<file path="src/rtl/alu32_core.sv">
// alu32_core: 32-bit, 8-operation integer ALU with a registered result and flags.
// Execute-stage datapath block. The result and flags appear one clock after
// the operands are sampled.
// Optional feature macro: ALU32_CARRY_EN adds a registered CarryOut flag
// (carry out of bit 31 for ADD, no-borrow for SUB, 0 for every other Op).
module alu32_core (
    input  logic        clk,
    input  logic        rst,
    input  logic [31:0] A,
    input  logic [31:0] B,
    input  logic [2:0]  Op,
    output logic [31:0] R,
    output logic        Zero,
    output logic        Overflow
`ifdef ALU32_CARRY_EN
    ,
    output logic        CarryOut
`endif
);

    typedef enum logic [2:0] {
        OP_AND = 3'b000,
        OP_OR  = 3'b001,
        OP_ADD = 3'b010,
        OP_XOR = 3'b011,
        OP_SUB = 3'b100,
        OP_SRA = 3'b101,
        OP_SLL = 3'b110,
        OP_NOR = 3'b111
    } op_e;

    op_e         op_s;
    logic        sub_s;
    logic [31:0] b_add_s;
    logic [31:0] add_res_s;
    logic [31:0] sra1_s, sra2_s, sra4_s, sra8_s, sra16_s;
    logic [31:0] sll1_s, sll2_s, sll4_s, sll8_s, sll16_s;
    logic [31:0] r_next_s;
    logic        ovf_next_s;
    logic        zero_next_s;

    assign op_s = op_e'(Op);

    // SUB reuses the adder: A + ~B + 1, with the +1 injected as carry-in.
    assign sub_s   = (op_s == OP_SUB);
    assign b_add_s = sub_s ? ~B : B;

`ifdef ALU32_CARRY_EN
    logic carry_s;
    logic carry_next_s;
    assign {carry_s, add_res_s} = {1'b0, A} + {1'b0, b_add_s} + {32'd0, sub_s};
`else
    assign add_res_s = A + b_add_s + {31'd0, sub_s};
`endif

    // Logarithmic arithmetic right shifter, sign-filled, stages 1/2/4/8/16.
    assign sra1_s  = B[0] ? {{1{A[31]}},        A[31:1]}       : A;
    assign sra2_s  = B[1] ? {{2{sra1_s[31]}},   sra1_s[31:2]}  : sra1_s;
    assign sra4_s  = B[2] ? {{4{sra2_s[31]}},   sra2_s[31:4]}  : sra2_s;
    assign sra8_s  = B[3] ? {{8{sra4_s[31]}},   sra4_s[31:8]}  : sra4_s;
    assign sra16_s = B[4] ? {{16{sra8_s[31]}},  sra8_s[31:16]} : sra8_s;

    // Logarithmic left shifter, zero-filled, stages 1/2/4/8/16.
    assign sll1_s  = B[0] ? {A[30:0],       1'b0}  : A;
    assign sll2_s  = B[1] ? {sll1_s[29:0],  2'b00} : sll1_s;
    assign sll4_s  = B[2] ? {sll2_s[27:0],  4'h0}  : sll2_s;
    assign sll8_s  = B[3] ? {sll4_s[23:0],  8'h00} : sll4_s;
    assign sll16_s = B[4] ? {sll8_s[15:0], 16'h0000} : sll8_s;

    // Result mux and flag generation for the selected operation.
    always_comb begin
        r_next_s   = 32'd0;
        ovf_next_s = 1'b0;
`ifdef ALU32_CARRY_EN
        carry_next_s = 1'b0;
`endif
        case (op_s)
            OP_AND: r_next_s = A & B;
            OP_OR:  r_next_s = A | B;
            OP_XOR: r_next_s = A ^ B;
            OP_NOR: r_next_s = ~(A | B);
            OP_SRA: r_next_s = sra16_s;
            OP_SLL: r_next_s = sll16_s;
            OP_ADD, OP_SUB: begin
                r_next_s = add_res_s;
                // Same-sign adder inputs with a differently-signed sum; for SUB
                // the second adder input is ~B, which covers the A/B sign-differ rule.
                ovf_next_s = (A[31] == b_add_s[31]) && (add_res_s[31] != A[31]);
`ifdef ALU32_CARRY_EN
                carry_next_s = carry_s;
`endif
            end
            default: begin
                r_next_s   = 32'd0;
                ovf_next_s = 1'b0;
            end
        endcase
        zero_next_s = ~|r_next_s;
    end

    // Output register: reset forces R=0/Zero=1/flags=0, otherwise load the new result.
    always_ff @(posedge clk) begin
        if (rst) begin
            R        <= 32'd0;
            Zero     <= 1'b1;
            Overflow <= 1'b0;
`ifdef ALU32_CARRY_EN
            CarryOut <= 1'b0;
`endif
        end else begin
            R        <= r_next_s;
            Zero     <= zero_next_s;
            Overflow <= ovf_next_s;
`ifdef ALU32_CARRY_EN
            CarryOut <= carry_next_s;
`endif
        end
    end

endmodule

</file>
<file path="config.mk">
export PLATFORM = sky130hd
export DESIGN_NAME = alu32_core
export DESIGN_NICKNAME = d
export VERILOG_FILES = /design/src/rtl/alu32_core.sv
export SDC_FILE = /design/constraint.sdc
export NUM_CORES = 1
export LEC_CHECK = 0
export ABC_AREA = 1
export BUFFER_PORTS_ARGS = -buffer_cell sky130_fd_sc_hd__buf_4
export CAP_MARGIN = 20
export CORE_AREA = 3 3 143 145
export DETAILED_ROUTE_END_ITERATION = 10
export DIE_AREA = 0 0 146 148
export GPL_TIMING_DRIVEN = 0
export PLACE_DENSITY_LB_ADDON = 0.12
export SKIP_LAST_GASP = 1
export SYNTH_ARGS = -nofsm -noshare
export SYNTH_HDL_FRONTEND = slang
export SYNTH_SLANG_ARGS = --single-unit
</file>
<file path="constraint.sdc">
create_clock -name clk -period 3.8 [get_ports clk]
set_clock_uncertainty 0.1 [all_clocks]
set_input_delay 0.76 -clock clk [delete_from_list [all_inputs] [get_ports clk]]
set_output_delay 0.76 -clock clk [all_outputs]
set_load 0.1 [all_outputs]
</file>
Word level (Yosys, flattened, before mapping)

Index checks and enable logic that the tools add are counted.

Input port bits: 69
Flip-flop bits (word level): 34

Multiplexer cells: 12
Add/sub/neg operators: 2
Bitwise logic cells: 6
Reduce and logical (&&, ||, !) cells: 6
Equal/unequal tests: 9

Operator list:

| cell                                                            | count |
|---|---|
| 32-bit one-hot mux with 7 select lines                          | 1 |
| 32-bit two-way mux                                              | 6 |
| 31-bit two-way mux                                              | 5 |
| 32-bit inverter                                                 | 2 |
| 32-bit by 1-bit adder with 32-bit output                        | 1 |
| 32-bit adder                                                    | 1 |
| 32-bit bitwise AND                                              | 1 |
| 32-bit bitwise OR                                               | 1 |
| 32-bit OR reduction                                             | 1 |
| 32-bit bitwise XOR                                              | 1 |
| 3-bit == test, second input constant                            | 4 |
| 3-bit by 2-bit == test with 1-bit output, second input constant | 2 |
| 2-bit OR reduction                                              | 2 |
| 3-bit by 1-bit == test with 1-bit output, second input constant | 1 |
| 3-bit logical NOT                                               | 1 |
| 1-bit == test                                                   | 1 |
| 1-bit logical AND                                               | 1 |
| 1-bit logical NOT                                               | 1 |
| 1-bit inequality test                                           | 1 |
| 1-bit inverter                                                  | 1 |

Longest topological paths before layout

Gate-level depths: netlist of run 1.

Depth in word-level cells: 8
Gate-level depth with buffers: 24
Gate-level depth less buffers: 23

Least setup slack after synthesis of run 1

Ideal clock, no wire load.

Kind: input to register
Start: in Op[1]
End: reg Zero
Buffers on the path: 1
Setup slack: 0.484 ns
Cell stages on the path: 22
Required time: 3.587 ns
Library setup time: 0.113 ns
Data arrival time: 3.103 ns
Cells stage by stage: nor2_2 nand2_1 buf_1 xor2_1 ha_1 nand2_1 nor2_1 inv_1 nor2_1 nand2_1 nand3_1 nand2_1 nand3_1 nand3_1 nand2_1 nand2_1 nand2_1 inv_2 nand3_1 nor2_1 nand3_1 nand2_1

Longest elaborated chain between the ends: 7

Ends and longest elaborated chain:

| what                                       | RTL line | text |
|---|---|---|
| start: declaration                         | 11       | `input logic [2:0] Op,` |
| 3-bit == test                              | 45, 77   |  |
| 32-bit two-way mux                         | 46       | `assign b_add_s = sub_s ? ~B : B;` |
| 32-bit adder                               | 53       | `assign add_res_s = A + b_add_s + {31'd0, sub_s};` |
| 32-bit by 1-bit adder with 32-bit output   | 53       |  |
| 32-bit one-hot mux with 7 select lines (*) | 77       | `case (op_s)` |
| 32-bit OR reduction (*)                    | 98       | `zero_next_s = ~\|r_next_s;` |
| 1-bit logical NOT (*)                      | 98       |  |
| end signal: assignment                     | 112      | `Zero <= zero_next_s;` |
| end: declaration                           | 13       | `output logic Zero,` |

Every way passes the cells marked *; elsewhere a longest branch is shown, timed or not.
A chain may end at the register's enable or synchronous reset.

Worst setup path after layout of run 1

Ends and elaborated chain as after synthesis.

==> flow_metrics.py, run 1 <==
metrics = {
    "run_status": {
        "status": "finished, final reports clean",
    },
    "yosys": {
        "yosys.area_share.adder_pct": 13.7,
        "netlist.area_leader.share_pct": 20.9,
        "yosys.area_share.simple_pct": 54.0,
        "ys_types": 43,
        "synth-compound-area-share_pct": 10.5,
        "synth_area_leader_cell": "nand3_1",
        "synthTopCellsByArea": "nand3_1, nand2_1, ha_1",
        "synth_xor_area_share_pct": 2.96,
        "synthMuxAreaShare_pct": 0,
        "ys_ff_latch": 34,
        "ys_seq_area_share_pct": 7.42,
        "synth_most_common_cell": "nand2_1",
        "synth-edff-count": 0,
        "synth_nets": 1866,
        "postSynthAreaPerCell_um2": 5.40,
        "synth_area_mm2": 0.00917,
        "synth_common_cells": "nand2_1, nand3_1, inv_1",
        "synth_warnings": 0,
        "async_flop_share_pct": 0,
        "syn-instance-count": 1697,
        "synth_top_family_by_area": "simple AND/OR/NAND/NOR gates",
        "synth_flop_cell": "dfxtp_1",
    },
    "grt": {
        "antenna_found_initial": 0,
        "grt_max_degree": 20,
        "overflow": 0,
        "grt_pass1_wl_um": 68400,
        "grt_pass1_vias": 11200,
        "grt_use_total_pct": 41.3,
    },
    "clock_network": {
        "cts_sinks": 34,
        "cts-buffers-inserted": 5,
        "cts_tree": "done",
        "cts.root.buffer_cell": "clkbuf_16",
        "clock_tree.buffer_depth": 2,
        "clk_pin_slew_ns": 0.05,
        "cts_hold_buf": 0,
        "h-tree-depth": 2,
    },
    "critical_path": {
        "max_stage_delay_ns": 0.36,
        "cp.required_ns": 3.86,
        "start_kind": "primary input",
        "crit_arrival_ns": 3.72,
        "critPathSlowestCell": "ha_1",
        "endpoint_kind": "register",
        "worstSetupPathType": "in -> reg",
        "crit_chain": "buf_4 > nor2_4 > nand2_4 > buf_4 > xor2_1 > ha_1 > a21oi_1 > o21ai_0 > a21oi_1 > and2_1 > nand2_1 > nand2_1 > nand2_1 > nand2_1 > nand3_1 > nand2_1 > nand2_1 > nand3_1 > nor2_1 > nand3_1 > nand2_1",
        "cpMostUsedCell": "nand2_1",
        "crit_fanout": 10,
    },
    "timing": {
        "setup_viol": 0,
        "tns_ns": 0,
        "drv_slew": 0,
        "period_share_pct": 96.2,
        "fmax_mhz": 274,
        "hold_viol_final": 0,
        "fin_crit_ns": 3.66,
        "worstMarginPinSlew_ns": 0.916,
        "relSlewSlack_pct": 38.9,
    },
    "min_path": {
        "worstHoldPathType": "in -> reg",
    },
    "floorplan": {
        "rows": 51,
        "start_util_pct": 47.4,
        "ios": 103,
        "fp.dieArea_mm2": 0.0216,
        "core_mm2": 0.0193,
        "die_h_um": 148,
        "fp.dieW_um": 146,
    },
    "layout": {
        "area_delta_synth_final_pct": 14.9,
        "drive_gt1_share_pct": 13.1,
        "antennaDiodeCount": 0,
        "nets": 1973,
        "n_fill_cell": 2107,
        "final_util_pct": 54.5,
    },
    "placement": {
        "portBuffers": 101,
        "place_congestion": 1.04,
        "hpwlAfterDp_um": 38600,
    },
    "routing": {
        "post_drt_wl_per_cell_um": 22.5,
        "num_vias": 12600,
        "antenna_left": 0,
        "vias_per_cell": 6.11,
        "drc_errors": 0,
        "first_pass_iters": 6,
        "postRouteWirelength_um": 46500,
        "drtIter0Drc": 1933,
    },
    "power_and_ir_drop": {
        "vdd.ir_drop.worst_v": 0.000163,
        "leakagePower_uw": 0.00568,
        "power_density_mw_per_mm2": 262,
    },
    "flow_run": {
        "drv_cap": 0,
    },
}
where the power goes:
group          internal, uW  switching (uW)  total [uW]
Clock                   309             140         449
Combinational           531            1370        1900
Sequential              395            10.9         406
Total                  1240            1520        2760
cells by family after synthesis:
family,Yosys count
compound gates,165
simple gates,1115
flops,34
xor+xnor,31
fa+ha+maj,100
buf+inv,252
final timing paths:
check | from | end | cells after the start
worst max-delay path | Op[1] | Zero | 21
worst min-delay path | rst | R[23] | 2
worst max-delay path, delay by kind of cell:
family / cells / cell delay, ns
and+or+nand+nor: 14 / 1.45
adders and majority gates: 1 / 0.36
xor gates and xnor gates: 1 / 0.16
AOI/OAI and AO/OA: 3 / 0.60
buffers and inverters: 2 / 0.37
what timing repair did:
action | in CTS | in global routing
pin swaps | 0 | 2
resized for setup | 8 | 35
setup endpoints to repair | 2 | 2
setup buffers | 0 | 1
metal layers:
metal	share of wire (%)	wire [um]	global-route usage [%]	vias to the layer above
li1	-	-	-	5812
met1	42	19500	59.8	5693
met2	39	18300	59.1	974
met3	13	6180	7.94	167
met4	5.5	2570	18.6	0
met5	0	0	0	-
sequential cells by signal, indices dropped and copies added, names as in the netlist:
register  count
Zero          1
R            32
Overflow      1
cells in the final DEF, fill, tap and decap left out, types with 14 or more instances in the layout:
master / netlist / layout
nand2_1: 491 / 489
nand3_1: 383 / 382
inv_1: 160 / 160
nor2_1: 134 / 125
buf_4: 6 / 108
ha_1: 99 / 98
a21oi_1: 70 / 67
dfxtp_1: 34 / 34
o21ai_0: 36 / 34
xor2_1: 31 / 29
clkbuf_1: 27 / 28
or2_2: 28 / 28
buf_2: 31 / 25
nand2_2: 22 / 23
a211oi_1: 18 / 18
nand4_1: 14 / 14
o21ai_1: 13 / 14
per-stage QoR:
step / setup slack (ns) / instances / area, um^2 / total power, uW / hold WS, ns
finish: 0.144 / 2070 / 10500 / 2760 / 0.689
global route: -0.0292 / 2070 / 10500 / 2920 / 0.716
CTS: 0.000421 / 2070 / 10400 / 2670 / 0.676
detailed placement: -0.538 / 2063 / 10300 / 2220 / 0.955
global placement: -0.505 / 2063 / 10300 / 2210 / 0.959
floorplan: 0.484 / 1697 / 9170 / 1650 / 0.910
layout make-up:
| type | instances | area [um^2] | area share (%) |
|---|---|---|---|
| plain buffers | 81 | 437 | 4.14 |
| clock inverters | 1 | 30.0 | 0.285 |
| repair buffers | 102 | 766 | 7.27 |
| inverters | 169 | 638 | 6.06 |
| clock buffers | 7 | 133 | 1.26 |
| flip-flops and latches | 34 | 681 | 6.46 |
| well taps | 265 | 332 | 3.15 |
| multi-input cells | 1411 | 7520 | 71.4 |
No activity file was read; power rests on OpenSTA's default activity.
==> run 2, diff against run 1 <==
Settings changed: BUFFER_PORTS_ARGS -buffer_cell sky130_fd_sc_hd__buf_4 to unset, CTS_CLUSTER_SIZE set to 28, DONT_BUFFER_PORTS set to 1, HOLD_SLACK_MARGIN set to 0.05.
==> run 2 against run 1 <==
  * Utilization fell by 4.3 points
  * Highest routed layer unchanged
  * Worst setup slack improved by 0.11 ns
  * Die area did not move
  * Sequential power rose by 68%
  * First-iteration DRC count fell by 4.3%
  * Non-clock buffer count fell by 102
  * Hold slack got worse by 0.019 ns
  * Cell count fell by 4.9%
  * Critical path depth rose by 2
  * Largest power group unchanged
  * Combinational power fell by 23%
==> flow_metrics.py, run 2 (synthesized netlist as in run 1, its figures left out) <==
metrics = {
    "run_status": {
        "status": "finished, final reports clean",
    },
    "critical_path": {
        "cp_num_buf_inv": 4,
        "crit_chain": "inv_1 > buf_2 > buf_4 > xor2_1 > ha_1 > nand2_1 > nor2_1 > inv_1 > nor2_1 > nand2_1 > nand3_1 > nand2_1 > nand2_1 > nor2_1 > nor2_2 > nand2_1 > nand2_1 > nand2_1 > nor2_1 > nand2_1 > nor2_1 > nand3_1 > nand2_1",
        "critPathSlowestCell": "ha_1",
        "crit_fanout": 10,
        "worstSetupPathType": "in -> reg",
        "max_stage_delay_ns": 0.39,
        "cp.required_ns": 3.92,
        "crit_family": "simple AND/OR/NAND/NOR gates",
        "start_kind": "primary input",
        "cpMostUsedCell": "nand2_1",
        "endpoint_kind": "register",
        "crit_arrival_ns": 3.66,
    },
    "floorplan": {
        "die_h_um": 148,
        "start_util_pct": 47.4,
        "fp.dieArea_mm2": 0.0216,
        "core_mm2": 0.0193,
        "ios": 103,
        "fp.dieW_um": 146,
        "rows": 51,
    },
    "grt": {
        "overflow": 0,
        "grt_max_degree": 12,
        "grt_use_total_pct": 41.4,
        "grt_pass1_wl_um": 68000,
        "antenna_found_initial": 0,
        "grt_pass1_vias": 11000,
    },
    "placement": {
        "preCtsSetupSlack_ns": -0.444,
        "portBuffers": 0,
        "placed_area_mm2": 0.00950,
        "dp_cells": 1962,
        "hpwlAfterDp_um": 38900,
        "place_congestion": 1.07,
    },
    "layout": {
        "nets": 1871,
        "multi_input_comb_area_mm2": 0.00748,
        "antennaDiodeCount": 0,
        "final_util_pct": 50.2,
        "area_delta_synth_final_pct": 5.84,
        "regMostFlops": "R",
        "seq_area_um2": 681,
        "reg_top3": "R: 32 flops, Overflow: 1 flops, Zero: 1 flops",
        "drive_gt1_share_pct": 7.57,
        "final_common_cell": "nand2_1",
        "final_cells": 1968,
        "postLayoutCellArea_mm2": 0.00971,
        "n_fill_cell": 2172,
        "largest_register_ffs": 32,
        "final_cell_mix": "nand2_1, nand3_1, inv_1",
    },
    "clock_network": {
        "post_cts_buffers": 0,
        "cts_hold_buf": 0,
        "clk_pin_slew_ns": 0.05,
        "cts_tree": "done",
        "cts_sinks": 34,
        "cts-buffers-inserted": 5,
        "h-tree-depth": 2,
        "cts.root.buffer_cell": "clkbuf_16",
        "clock_tree.buffer_depth": 2,
    },
    "routing": {
        "drc_errors": 0,
        "vias_per_cell": 6.09,
        "antenna_left": 0,
        "postRouteWirelength_um": 46100,
        "post_drt_wl_per_cell_um": 23.4,
        "first_pass_iters": 6,
        "drtIter0Drc": 1849,
        "num_vias": 12000,
    },
    "timing": {
        "tns_ns": 0,
        "rsz0062_at_grt": "no",
        "layout_setup_ws_ns": 0.252,
        "relSlewSlack_pct": 34.8,
        "period_share_pct": 93.4,
        "setup_viol": 0,
        "drv_slew": 0,
        "fmax_mhz": 282,
        "fin_crit_ns": 3.55,
        "hold_viol_final": 0,
        "worstMarginPinSlew_ns": 0.977,
    },
    "power_and_ir_drop": {
        "vdd.ir_drop.worst_v": 0.000134,
        "leakagePower_uw": 0.00515,
        "power_density_mw_per_mm2": 261,
    },
    "flow_run": {
        "drv_cap": 0,
    },
    "min_path": {
        "worstHoldPathType": "in -> reg",
    },
}
[run 2: stage by stage]
step / hold WS (ns) / total power [uW]
6_report: 0.670 / 2530
5_1_grt: 0.712 / 2680
4_1_cts: 0.668 / 2460
3_5_place_dp: 0.946 / 2070
3_3_place_gp: 0.948 / 2050
2_1_floorplan: 0.910 / 1650
[run 2: layout make-up]
type | count | area share [%]
Buffer | 81 | 4.33
Multi-Input combinational cell | 1411 | 77.1
Sequential cell | 34 | 7.01
Clock buffer | 6 | 1.43
Clock inverter | 2 | 0.129
Inverter | 169 | 6.59
Tap cell | 265 | 3.42
[run 2: report_power, final]
group	leakage [uW]	internal [uW]	switching [uW]	total, uW
Sequential	0.000282	395	287	682
Combinational	0.00480	437	1020	1460
Clock	0.0000729	258	134	393
[run 2: path summary, 6_finish.rpt]
path / start / endpoint / slack, ns / depth (start not counted)
hold / removal: rst / R[23] / 0.67 / 2
setup / recovery: B[2] / Zero / 0.25 / 23
[run 2: per-layer routing]
layer | vias to the layer above | global-route usage [%] | share of wire [%]
li1 | 5599 | - | -
met1 | 5425 | 58.3 | 42
met2 | 852 | 60.3 | 40
met3 | 109 | 10.5 | 14
met4 | 0 | 16.1 | 4.3
met5 | - | 0 | 0
[run 2: timing repair]
item | in CTS | in global routing
gates cloned | 0 | 0
hold endpoints to repair | 0 | 0
gates resized for setup | 3 | 28
endpoints found under the setup margin | 1 | 6
==> run 3, diff against run 2 <==
Settings changed: CAP_MARGIN 20 to unset, CORE_AREA 3 3 143 145 to 3 3 130 132, DIE_AREA 0 0 146 148 to 0 0 133 135.
==> run 3 against run 2 <==
  * Sequential share of layout area rose by 0.055 points
  * Cell area is 0.77% lower
  * Power rose by 0.17%
  * Worst setup slack got worse by 0.12 ns
  * Critical path depth stayed put
==> flow_metrics.py, run 3 (synthesized netlist as in run 1, its figures left out) <==
metrics = {
    "critical_path": {
        "endpoint_kind": "register",
        "crit_arrival_ns": 3.79,
        "crit_fanout": 10,
        "worstSetupPathType": "in -> reg",
        "crit_chain": "nor2_2 > nand2_4 > buf_4 > xor2_1 > ha_2 > nand2_1 > nor2_1 > inv_1 > nor2_1 > nand2_1 > nand3_1 > nand2_1 > nand2_1 > nor2_1 > nor2_1 > nand2_1 > nand2_1 > nand2_1 > nor2_1 > nand2_1 > nor2_1 > nand3_1 > nand2_1",
        "cpMostUsedCell": "nand2_1",
        "start_kind": "primary input",
        "cp.required_ns": 3.92,
        "critPathSlowestCell": "ha_2",
        "max_stage_delay_ns": 0.39,
    },
    "layout": {
        "reg_top3": "R: 32 flops, Overflow: 1 flops, Zero: 1 flops",
        "nets": 1871,
        "final_common_cell": "nand2_1",
        "area_delta_synth_final_pct": 5.02,
        "n_fill_cell": 1598,
        "largest_register_ffs": 32,
        "final_cell_mix": "nand2_1, nand3_1, inv_1",
        "final_cells": 1918,
        "antennaDiodeCount": 0,
        "regMostFlops": "R",
        "drive_gt1_share_pct": 7.64,
        "seq_area_um2": 681,
        "multi_input_comb_area_mm2": 0.00749,
    },
    "timing": {
        "fin_crit_ns": 3.67,
        "fmax_mhz": 273,
        "worstMarginPinSlew_ns": 0.968,
        "rsz0062_at_grt": "no",
        "drv_slew": 0,
        "setup_viol": 0,
        "hold_viol_final": 0,
        "timing.hold.ws_ns": 0.694,
        "relSlewSlack_pct": 35.3,
        "period_share_pct": 96.5,
    },
    "power_and_ir_drop": {
        "leakagePower_uw": 0.00515,
        "power_density_mw_per_mm2": 263,
        "vdd.ir_drop.worst_v": 0.000370,
    },
    "grt": {
        "antenna_found_initial": 1,
        "grt_pass1_vias": 11400,
        "overflow": 0,
        "grt_pass1_wl_um": 66600,
        "grt_max_degree": 12,
        "grt_use_total_pct": 48.3,
    },
    "clock_network": {
        "cts_hold_buf": 0,
        "cts-buffers-inserted": 5,
        "cts_tree": "done",
        "h-tree-depth": 2,
        "clk_pin_slew_ns": 0.05,
        "cts_sinks": 34,
        "cts_resized": 6,
        "cts.root.buffer_cell": "clkbuf_16",
        "clock_tree.buffer_depth": 2,
        "post_cts_buffers": 0,
    },
    "routing": {
        "num_vias": 12600,
        "postRouteWirelength_um": 45200,
        "post_drt_wl_per_cell_um": 23.6,
        "first_pass_iters": 7,
        "drtIter0Drc": 2604,
        "antenna_left": 0,
        "drc_errors": 0,
        "vias_per_cell": 6.56,
    },
    "placement": {
        "portBuffers": 0,
        "dp_cells": 1913,
        "place_congestion": 1.12,
        "hpwlAfterDp_um": 36500,
    },
    "min_path": {
        "hold_depth": 2,
        "hold_end": "R[23]",
        "min_from": "rst",
        "worstHoldPathType": "in -> reg",
    },
    "floorplan": {
        "start_util_pct": 57.9,
        "fp.dieArea_mm2": 0.0180,
        "core_mm2": 0.0158,
        "fp.dieW_um": 133,
        "rows": 46,
        "ios": 103,
        "die_h_um": 135,
    },
    "flow_run": {
        "drv_cap": 0,
    },
    "run_status": {
        "status": "finished, final reports clean",
    },
}
==> run 3: cell types whose count changed in the layout (fill, tap and decap cells not counted), sizes merged <==
| cell | before | now |
|---|---|---|
| clkbuf | 34 | 32 |
| buf | 53 | 54 |
| clkinvlp | 1 | 0 |
| clkinv | 2 | 3 |
==> run 3: worst max-delay path: cells and delay by family <==
| kind | cells | cell delay [ns] |
|---|---|---|
| XOR/XNOR | 1 | 0.17 |
| adder cells (fa/ha/maj) | 1 | 0.39 |
| buffers and inverters | 2 | 0.31 |
| AND/OR/NAND/NOR | 19 | 2.15 |
==> run 3: layout make-up <==
class                   count  share of cell area (%)
inverters                 169                    6.64
well taps                 216                    2.81
clock buffers               5                    1.30
multi-input cells        1411                    77.8
plain buffers              81                    4.26
flip-flops and latches     34                    7.07
clock inverters             2                   0.104
==> run 3: worst max-delay path by stage <==
| stage | from | to | slack [ns] | cells after the start |
|---|---|---|---|---|
| floorplan | Op[1] | Zero | 0.48 | 22 |
| global placement | B[4] | Zero | -0.40 | 20 |
| detailed placement | Op[1] | Zero | -0.48 | 20 |
| CTS | B[4] | Zero | 0.06 | 20 |
| global route | Op[1] | Zero | 0.0004 | 23 |
| finish | Op[1] | Zero | 0.13 | 23 |
==> run 3: where the power goes <==
group,internal [uW],leakage (uW),switching (uW)
registers,395,0.000282,288
clock network,236,0.0000694,146
logic,437,0.00480,1030
total,1070,0.00515,1470
==> run 3: layer usage <==
layer	vias up	global-route usage (%)	share of wire [%]
met5	-	0	0.027
met4	2	22.6	5.9
met3	223	18.8	18
met2	1199	68.3	39
met1	5567	64.3	37
li1	5594	-	-
==> run 3: metrics by stage <==
stage | setup TNS [ns] | total power, uW | util (%) | setup slack [ns] | cell area, um^2
after floorplan | 0 | 1650 | - | 0.484 | 9170
after global placement | -0.595 | 2020 | 59.6 | -0.396 | 9440
after detailed placement | -1.73 | 2040 | 59.6 | -0.483 | 9440
after CTS | 0 | 2420 | 60.6 | 0.0577 | 9590
after global routing | 0 | 2650 | 60.8 | 0.000449 | 9630
final | 0 | 2540 | 60.8 | 0.132 | 9630
